File: config.mk
export PLATFORM = sky130hd
export DESIGN_NAME = wb_dma_master
export DESIGN_NICKNAME = d
export VERILOG_FILES = /design/src/rtl/wb_dma_master.sv
export SDC_FILE = /design/constraint.sdc
export NUM_CORES = 1
export LEC_CHECK = 0
export CAP_MARGIN = 20
export CORE_MARGIN = 3
export CORE_UTILIZATION = 52
export DETAILED_ROUTE_END_ITERATION = 16
export PLACE_DENSITY = 0.79
export SLEW_MARGIN = 30
export SYNTH_ARGS = -nofsm -noshare
export SYNTH_HDL_FRONTEND = slang
export SYNTH_SLANG_ARGS = --single-unit
File: constraint.sdc
create_clock -name wb_clk -period 4.3 [get_ports wb_clk]
set_input_delay 0.645 -clock wb_clk [delete_from_list [all_inputs] [get_ports wb_clk]]
set_output_delay 0.645 -clock wb_clk [all_outputs]
set_load 0.005 [all_outputs]
File: src/rtl/wb_dma_master.sv
// wb_dma_master: Wishbone DMA copy engine (lowest-priority arbiter master).
// Each chunk of up to BURST words is copied in two bus tenures: a read into a
// local buffer, then a write from it. The two are separated by a one-cycle
// idle gap so that higher-priority masters can take the bus in between.
module wb_dma_master #(
   parameter int BURST = 8,
   parameter int LEN_W = 16
) (
   input  logic             wb_clk,
   input  logic             wb_rst,
   input  logic             start,
   input  logic [29:0]      src_addr,
   input  logic [29:0]      dst_addr,
   input  logic [LEN_W-1:0] len,
   output logic             busy,
   output logic             done,
   output logic             err,
   output logic             cyc_o,
   output logic             stb_o,
   output logic [29:0]      addr_o,
   output logic [2:0]       cti_o,
   output logic [1:0]       bte_o,
   output logic [3:0]       sel_o,
   output logic             we_o,
   output logic [31:0]      data_o,
   input  logic [31:0]      data_i,
   input  logic             ack_i,
   input  logic             err_i
);

   // chunk/index counters must hold the value BURST; buffer index is log2(BURST)
   localparam int CW = $clog2(BURST + 1);
   localparam int IW = (BURST > 1) ? $clog2(BURST) : 1;
   localparam logic [CW-1:0]    BURST_C = CW'(BURST);
   localparam logic [LEN_W-1:0] BURST_L = LEN_W'(BURST);

   typedef enum logic [2:0] {S_IDLE, S_RD, S_GAP, S_WR, S_FIN} state_t;

   state_t           r_state, w_state;
   logic [29:0]      r_src, w_src;
   logic [29:0]      r_dst, w_dst;
   logic [LEN_W-1:0] r_rem, w_rem;
   logic [CW-1:0]    r_chunk, w_chunk;
   logic [CW-1:0]    r_idx, w_idx;
   logic             r_rd_last, w_rd_last;
   logic             r_busy, w_busy;
   logic             r_done, w_done;
   logic             r_err, w_err;
   logic             r_cyc, w_cyc;
   logic             r_stb, w_stb;
   logic             r_we, w_we;
   logic [29:0]      r_addr, w_addr;
   logic [31:0]      r_data, w_data;
   logic [31:0]      r_buf [BURST];

   logic [CW-1:0]    w_len_chunk;
   logic [CW-1:0]    w_rem_chunk;
   logic [CW-1:0]    w_idx_inc;
   logic             w_last;
   logic             w_bus_err;
   logic             w_bus_ack;
   logic             w_buf_wr;

   // chunk size is min(BURST, words left); the short tail chunk falls out of this
   assign w_len_chunk = (len   >= BURST_L) ? BURST_C : len[CW-1:0];
   assign w_rem_chunk = (r_rem >= BURST_L) ? BURST_C : r_rem[CW-1:0];
   assign w_idx_inc   = r_idx + CW'(1);
   assign w_last      = (r_idx == (r_chunk - CW'(1)));
   // responses only count while a cycle is open; error beats acknowledge
   assign w_bus_err   = r_cyc & err_i;
   assign w_bus_ack   = r_cyc & ack_i & ~err_i;
   assign w_buf_wr    = (r_state == S_RD) & w_bus_ack;

   // state register
   always_ff @(posedge wb_clk or negedge wb_rst) begin
      if (!wb_rst) r_state <= S_IDLE;
      else         r_state <= w_state;
   end

   // next-state and next-output logic; every output is registered
   always_comb begin
      w_state   = r_state;
      w_src     = r_src;
      w_dst     = r_dst;
      w_rem     = r_rem;
      w_chunk   = r_chunk;
      w_idx     = r_idx;
      w_rd_last = r_rd_last;
      w_busy    = r_busy;
      w_done    = 1'b0;
      w_err     = r_err;
      w_cyc     = r_cyc;
      w_stb     = r_stb;
      w_we      = r_we;
      w_addr    = r_addr;
      w_data    = r_data;
      case (r_state)
         S_IDLE: begin
            if (start) begin
               w_err = 1'b0;
               if (len != '0) begin
                  w_src     = src_addr;
                  w_dst     = dst_addr;
                  w_rem     = len;
                  w_chunk   = w_len_chunk;
                  w_idx     = '0;
                  w_rd_last = 1'b0;
                  w_busy    = 1'b1;
                  w_cyc     = 1'b1;
                  w_stb     = 1'b1;
                  w_we      = 1'b0;
                  w_addr    = src_addr;
                  w_state   = S_RD;
               end else begin
                  w_done = 1'b1;
               end
            end
         end
         S_RD: begin
            if (w_bus_err) begin
               w_cyc   = 1'b0;
               w_stb   = 1'b0;
               w_we    = 1'b0;
               w_err   = 1'b1;
               w_busy  = 1'b0;
               w_done  = 1'b1;
               w_state = S_IDLE;
            end else if (w_bus_ack) begin
               w_src = r_src + 30'd1;
               w_idx = w_idx_inc;
               w_rem = r_rem - LEN_W'(1);
               if (w_last) begin
                  w_cyc     = 1'b0;
                  w_stb     = 1'b0;
                  w_idx     = '0;
                  w_rd_last = 1'b1;
                  w_state   = S_GAP;
               end else begin
                  w_addr = r_src + 30'd1;
               end
            end
         end
         S_GAP: begin
            // one idle cycle, then the other half of the chunk (or the next chunk)
            if (r_rd_last) begin
               w_rd_last = 1'b0;
               w_cyc     = 1'b1;
               w_stb     = 1'b1;
               w_we      = 1'b1;
               w_addr    = r_dst;
               w_data    = r_buf[0];
               w_state   = S_WR;
            end else begin
               w_chunk = w_rem_chunk;
               w_cyc   = 1'b1;
               w_stb   = 1'b1;
               w_we    = 1'b0;
               w_addr  = r_src;
               w_state = S_RD;
            end
         end
         S_WR: begin
            if (w_bus_err) begin
               w_cyc   = 1'b0;
               w_stb   = 1'b0;
               w_we    = 1'b0;
               w_err   = 1'b1;
               w_busy  = 1'b0;
               w_done  = 1'b1;
               w_state = S_IDLE;
            end else if (w_bus_ack) begin
               w_dst = r_dst + 30'd1;
               w_idx = w_idx_inc;
               if (w_last) begin
                  w_cyc = 1'b0;
                  w_stb = 1'b0;
                  w_we  = 1'b0;
                  w_idx = '0;
                  if (r_rem == '0) begin
                     w_busy  = 1'b0;
                     w_done  = 1'b1;
                     w_state = S_FIN;
                  end else begin
                     w_state = S_GAP;
                  end
               end else begin
                  w_addr = r_dst + 30'd1;
                  w_data = r_buf[w_idx_inc[IW-1:0]];
               end
            end
         end
         S_FIN: begin
            // done pulse is on during this cycle
            w_state = S_IDLE;
         end
         default: w_state = S_IDLE;
      endcase
   end

   // datapath and output registers
   always_ff @(posedge wb_clk or negedge wb_rst) begin
      if (!wb_rst) begin
         r_src     <= '0;
         r_dst     <= '0;
         r_rem     <= '0;
         r_chunk   <= '0;
         r_idx     <= '0;
         r_rd_last <= 1'b0;
         r_busy    <= 1'b0;
         r_done    <= 1'b0;
         r_err     <= 1'b0;
         r_cyc     <= 1'b0;
         r_stb     <= 1'b0;
         r_we      <= 1'b0;
         r_addr    <= '0;
         r_data    <= '0;
      end else begin
         r_src     <= w_src;
         r_dst     <= w_dst;
         r_rem     <= w_rem;
         r_chunk   <= w_chunk;
         r_idx     <= w_idx;
         r_rd_last <= w_rd_last;
         r_busy    <= w_busy;
         r_done    <= w_done;
         r_err     <= w_err;
         r_cyc     <= w_cyc;
         r_stb     <= w_stb;
         r_we      <= w_we;
         r_addr    <= w_addr;
         r_data    <= w_data;
      end
   end

   // chunk buffer: captured on each acknowledged read; contents need no reset
   always_ff @(posedge wb_clk) begin
      if (w_buf_wr) r_buf[r_idx[IW-1:0]] <= data_i;
   end

   assign busy   = r_busy;
   assign done   = r_done;
   assign err    = r_err;
   assign cyc_o  = r_cyc;
   assign stb_o  = r_stb;
   assign we_o   = r_we;
   assign addr_o = r_addr;
   assign data_o = r_data;
   assign cti_o  = 3'b000;
   assign bte_o  = 2'b00;
   assign sel_o  = 4'hF;

endmodule
; Word level (Yosys, flattened, before mapping)
; Memories as Yosys holds them, arrays and structs flattened.
; Cells that the tools add are included.
[word_totals]
ff_bits = 155
ram_bits = 256
input_bits = 113
output_inout_bits = 77
elab_cells = 162
n_memories = 1
[mem_list]
columns = name, words, width, read_ports, rd_clocked_by_memory_dff, write_ports, line
row1 = r_buf, 8, 32, 2, 0, 1, 54  ; logic [31:0] r_buf [BURST];
[classes]
addsub = 5
n_lt_le_gt_ge = 2
eq_ne = 26
muxes = 84
bitwise = 5
reduce_logical = 25
[ops]
columns = cell, n
row1 = 30-bit 2-to-1 mux, 15
row2 = 32-bit 2-to-1 mux, 4
row3 = 30-bit case mux with 2 select lines, 2
row4 = 30-bit case mux with 4 select lines, 1
row5 = 16-bit 2-to-1 mux, 4
row6 = 32-bit case mux with 2 select lines, 1
row7 = 30-bit by 1-bit adder with 30-bit output (second input constant), 2
row8 = 4-bit 2-to-1 mux, 10
row9 = 16-bit by 4-bit greater-or-equal comparator with 1-bit output (second input constant), 2
row10 = 16-bit case mux with 2 select lines, 1
row11 = 1-bit 2-to-1 mux, 27
row12 = 3-bit 2-to-1 mux, 9
row13 = 2-bit inequality test (second input constant), 13
row14 = 5-bit AND reduction, 5
row15 = 6-bit AND reduction, 3
row16 = 16-bit logical NOT, 1
row17 = 4-bit case mux with 2 select lines, 2
row18 = 16-bit nonzero test, 1
row19 = 16-bit by 1-bit subtractor with 16-bit output (second input constant), 1
row20 = 3-bit inequality test (second input constant), 5
row21 = 1-bit case mux with 3 select lines, 4
row22 = 3-bit case mux with 4 select lines, 1
row23 = 2-bit nonzero test, 5
row24 = 9-bit AND reduction, 1
row25 = other kinds (19), 27

; Depth between registers and ports, before layout
[logic_depth]
word_depth = 6
depth_mapped = 10
ltp_nobuf = 8

; Least setup slack after synthesis
; No wires, ideal clock.
[synth_timing]
path_type = reg2reg
startpoint = register r_state[2]
endpoint = memory r_buf[1][0] (enable)
setup_time_ps = 461
t_arrival_ps = 3873
required_time_ps = 3839
path_slack_ps = -34
stages_incl_launch_ff = 8
path_buffers = 3
period_less_slack_ps = 4334
cell_sequence = dfrtp_1 > clkbuf_1 > nand2b_1 > nor2_1 > clkbuf_1 > buf_1 > nand3_1 > nor3_1
[synth_between]
elab_chain_len = 4
[synth_lines]
columns = item, line
row1 = from (decl), 39  ; state_t r_state, w_state;
row2 = from (signal assigned), 77  ; else r_state <= w_state;
row3 = 3-bit by 1-bit equality test with 1-bit output, 72  ; assign w_buf_wr = (r_state == S_RD) & w_bus_ack;
row4 = 1-bit AND, 72
row5 = 1-bit 2-to-1 mux, 237  ; if (w_buf_wr) r_buf[r_idx[IW-1:0]] <= data_i;
row6 = 1-bit 2-to-1 mux (not written as such), 237
row7 = to (decl), 54
; No other way between the ends.

; Worst setup path in the final report
[layout_timing]
startpoint = register r_state[0]
endpoint = register r_data[15] (netlist: data_o[15])
[layout_between]
elab_chain_len = 3
word_cells_on_any_way = 9
classes_between = 6 x eq/ne / 1 x mux / 2 x reduce/logical
[layout_lines]
columns = item, line
row1 = 3-bit by 2-bit equality test with 1-bit output, 97  ; case (r_state)
row2 = 2-bit inequality test (no line) / 2-bit nonzero test (equally long branches), --
row3 = 5-bit AND reduction (no line), --
row4 = to (signal assigned), 231  ; r_data <= w_data;
row5 = to (decl), 53  ; logic [31:0] r_data, w_data;
; Parallel ways exist; a longest one is shown, timed or not.
; A chain may end at the register's enable or synchronous reset.

==> flow_metrics.py <==
metrics = {
    "status": {
        "status": "completed",
    },
    "floorplan": {
        "core-area_um2": 36900,
        "initial_core_util_pct": 53.2,
        "die_w_um": 200,
        "ios": 190,
        "row_count": 70,
        "die-area_um2": 40100,
        "die_y_um": 200,
    },
    "clock_tree": {
        "clock-sinks": 411,
        "root_buffer": "clkbuf_16",
        "clk_path_buf_depth": 3,
        "cts_tree": "done",
        "cts_setup_buffers": 0,
        "ctsHtreeMaxLevel": 2,
        "clkLatencyLatePin_ps": 570,
        "clk_pin_slew_ps": 60,
        "hold_buffers": 0,
        "cts_buffers": 44,
        "cts.repair.resized": 0,
    },
    "worst_setup_path": {
        "cp_max_fo": 32,
        "r2r_setup_slack_ps": 1070,
        "required_ps": 4740,
        "cp-start-kind": "flop",
        "arrival_ps": 3670,
        "timing.rr.start": "r_state[0]",
        "slowest_stage": "dfrtp_1",
        "critPathMaxStageDelay_ps": 900,
        "crit_chain": "nand2_1 > inv_1 > nand2_1 > o21ai_4 > buf_4 > mux2_2",
        "setup.worst_path.end_class": "flop",
        "r2r_cells": 6,
        "rr_endpoint": "data_o[15]",
        "cpMostUsedCell": "nand2_1",
        "path_class": "reg2reg",
    },
    "logic_synthesis": {
        "synth_top_family_by_area": "multiplexers",
        "ys_ff_latch": 411,
        "synth-edff-count": 256,
        "syn_area_um2": 19600,
        "synth-compound-area-share_pct": 12.1,
        "yosysWarnings": 0,
        "synth.area.top_cells": "edfxtp_1 (39%), dfrtp_1 (20%), mux4_2 (7.3%)",
        "netlist.area_leader.share_pct": 39.2,
        "synth_xor_xnor_area_share_pct": 2.35,
        "avgSynthCellArea_um2": 12.1,
        "yosys.area_share.simple_pct": 10.1,
        "ys_top_cells_by_count": "edfxtp_1 (256), a21oi_1 (156), dfrtp_1 (155)",
        "synth_adder_area_share_pct": 0.383,
        "asyncSetResetFlopFracSynth_pct": 37.7,
        "synth.largest_area_cell": "edfxtp_1",
        "synthMuxAreaShare_pct": 12.6,
        "seq_area_frac_synth_pct": 59.0,
        "synth.distinct_cells": 70,
        "yosysMostFrequentCell": "edfxtp_1",
        "synthFlopType": "edfxtp_1",
        "syn_inst": 1615,
    },
    "global_routing": {
        "grt_use_total_pct": 27.1,
        "antenna_found_initial": 2,
        "grt_pass1_vias": 14300,
        "grt_overflow": 0,
        "grt_max_degree": 91,
        "grt_pass1_wl_um": 85500,
    },
    "sta": {
        "hold_viol_final": 0,
        "grt_setup_unrepaired": "no",
        "max_slew_margin_pct": 43.1,
        "slew_violations": 0,
        "fmax_ghz": 0.310,
        "fin_skew_ps": 17.2,
        "setup_viol_count_final": 0,
        "layout_min_cycle_time_ps": 3230,
        "fin_hold_ws_ps": 156,
        "tightest_slew_ps": 853,
        "fin_crit_sh_pct": 75.0,
        "finalSetupTns_ps": 0,
    },
    "detailed_routing": {
        "ant_nets": 0,
        "drt_wl_total_um": 55000,
        "vias": 14300,
        "avgViaCountPerCell": 6.28,
        "drt_iter0_drc": 1485,
        "wire_per_inst_um": 24.0,
        "drt_pass1_iterations": 5,
        "drc": 0,
    },
    "hold_path": {
        "min_path_type": "in2async",
    },
    "run": {
        "maxCapViolations": 0,
    },
    "finish": {
        "syn2layout_area_growth_pct": 19.4,
        "nets": 1867,
        "fillers": 2726,
        "layout-drive-gt1-share_pct": 13.3,
    },
    "pwr": {
        "max-vdd-ir-drop_uv": 512,
        "leakagePower_nw": 8.18,
        "power.density_nw_per_um2": 696,
    },
    "placement": {
        "portBuffers": 180,
        "dp_hpwl_um": 34100,
        "place.gp.congestion": 0.924,
    },
}
[per-layer routing]
metal,up-vias,global-route usage [%],part of all wire (%),wire length [um]
met5,-,0,0.049,27
met4,4,9.65,3.3,1810
met3,120,5.23,8.5,4650
met2,782,46.1,51,27800
met1,7077,34.9,38,20700
li1,6365,-,-,-
[registers in the layout, indices dropped and copies added (netlist names), 4 cells and up]
signal   cells
r_idx        4
r_dst       30
r_chunk      4
r_buf      256
r_rem       16
r_src       30
addr_o      30
data_o      32
[power breakdown]
part | internal (W) | switching (W)
Combinational | 0.00291 | 0.00349
Sequential | 0.00496 | 0.00104
Clock | 0.00230 | 0.00159
[critical path, delay by kind of cell (launching register included)]
kind	cells	cell delay, ps
AO/OA/AOI/OAI	1	290
buffers and inverters	2	720
multiplexers	1	420
flip-flops	1	900
AND/OR/NAND/NOR	2	750
[area by class of cell]
type | instances | area [um^2] | share of cell area, %
clock buffer | 57 | 1210 | 5.17
clock inverter | 22 | 279 | 1.19
inverter | 24 | 90.1 | 0.385
multi-input combinational | 1053 | 7530 | 32.1
sequential | 411 | 11600 | 49.4
timing repair buffer | 214 | 2110 | 9.00
tap | 504 | 631 | 2.69
antenna | 1 | 2.50 | 0.0107
[logic make-up (layout without fill, tap and decap cells)]
group / after synthesis / count (layout)
muxes: 162 / 162
buffers and inverters: 158 / 317
other: 2 / 10
DFF: 411 / 411
adders and majority gates: 6 / 6
and+or+nand+nor: 423 / 423
xor gates and xnor gates: 51 / 51
AOI/OAI and AO/OA: 402 / 402
[placed cells by master (no fill, tap or decap), drive strengths merged, types with 21 or more instances in the layout]
cell	count
o22ai	30
mux2i	60
inv	24
o21ai	107
edfxtp	256
clkbuf	57
nand3	37
nand4	22
mux4	64
xor2	21
a21oi	156
nand2	145
dfrtp	155
clkdlybuf4s50	179
buf	35
mux2	38
xnor2	29
nor3	28
nor2	117
[through the flow]
step / instances / cell area [um^2] / setup slack (ps) / power [W] / util, %
final: 2286 / 23400 / 1070 / 0.0163 / 63.5
after global routing: 2285 / 23400 / 936 / 0.0172 / 63.5
after CTS: 2285 / 23400 / 1180 / 0.0163 / 63.5
after detailed placement: 2206 / 21900 / 1020 / 0.0123 / 59.4
after global placement: 2206 / 21900 / 1080 / 0.0121 / 59.4
after floorplan: 1622 / 19600 / 176 / 0.0100 / -
[worst max path at each step]
stage | startpoint | end | slack [ps] | cells past startpoint
after detailed placement | len[8] | r_dst[14] | 1020 | 9
after CTS | r_idx[0] | data_o[16] | 1180 | 6
after global placement | len[8] | r_dst[11] | 1080 | 9
after floorplan | r_state[2] | r_buf[0][0] | 180 | 7
after global routing | r_state[0] | r_dst[11] | 940 | 8
final | r_state[0] | data_o[15] | 1070 | 6
Power figures use the tool's default switching activity.
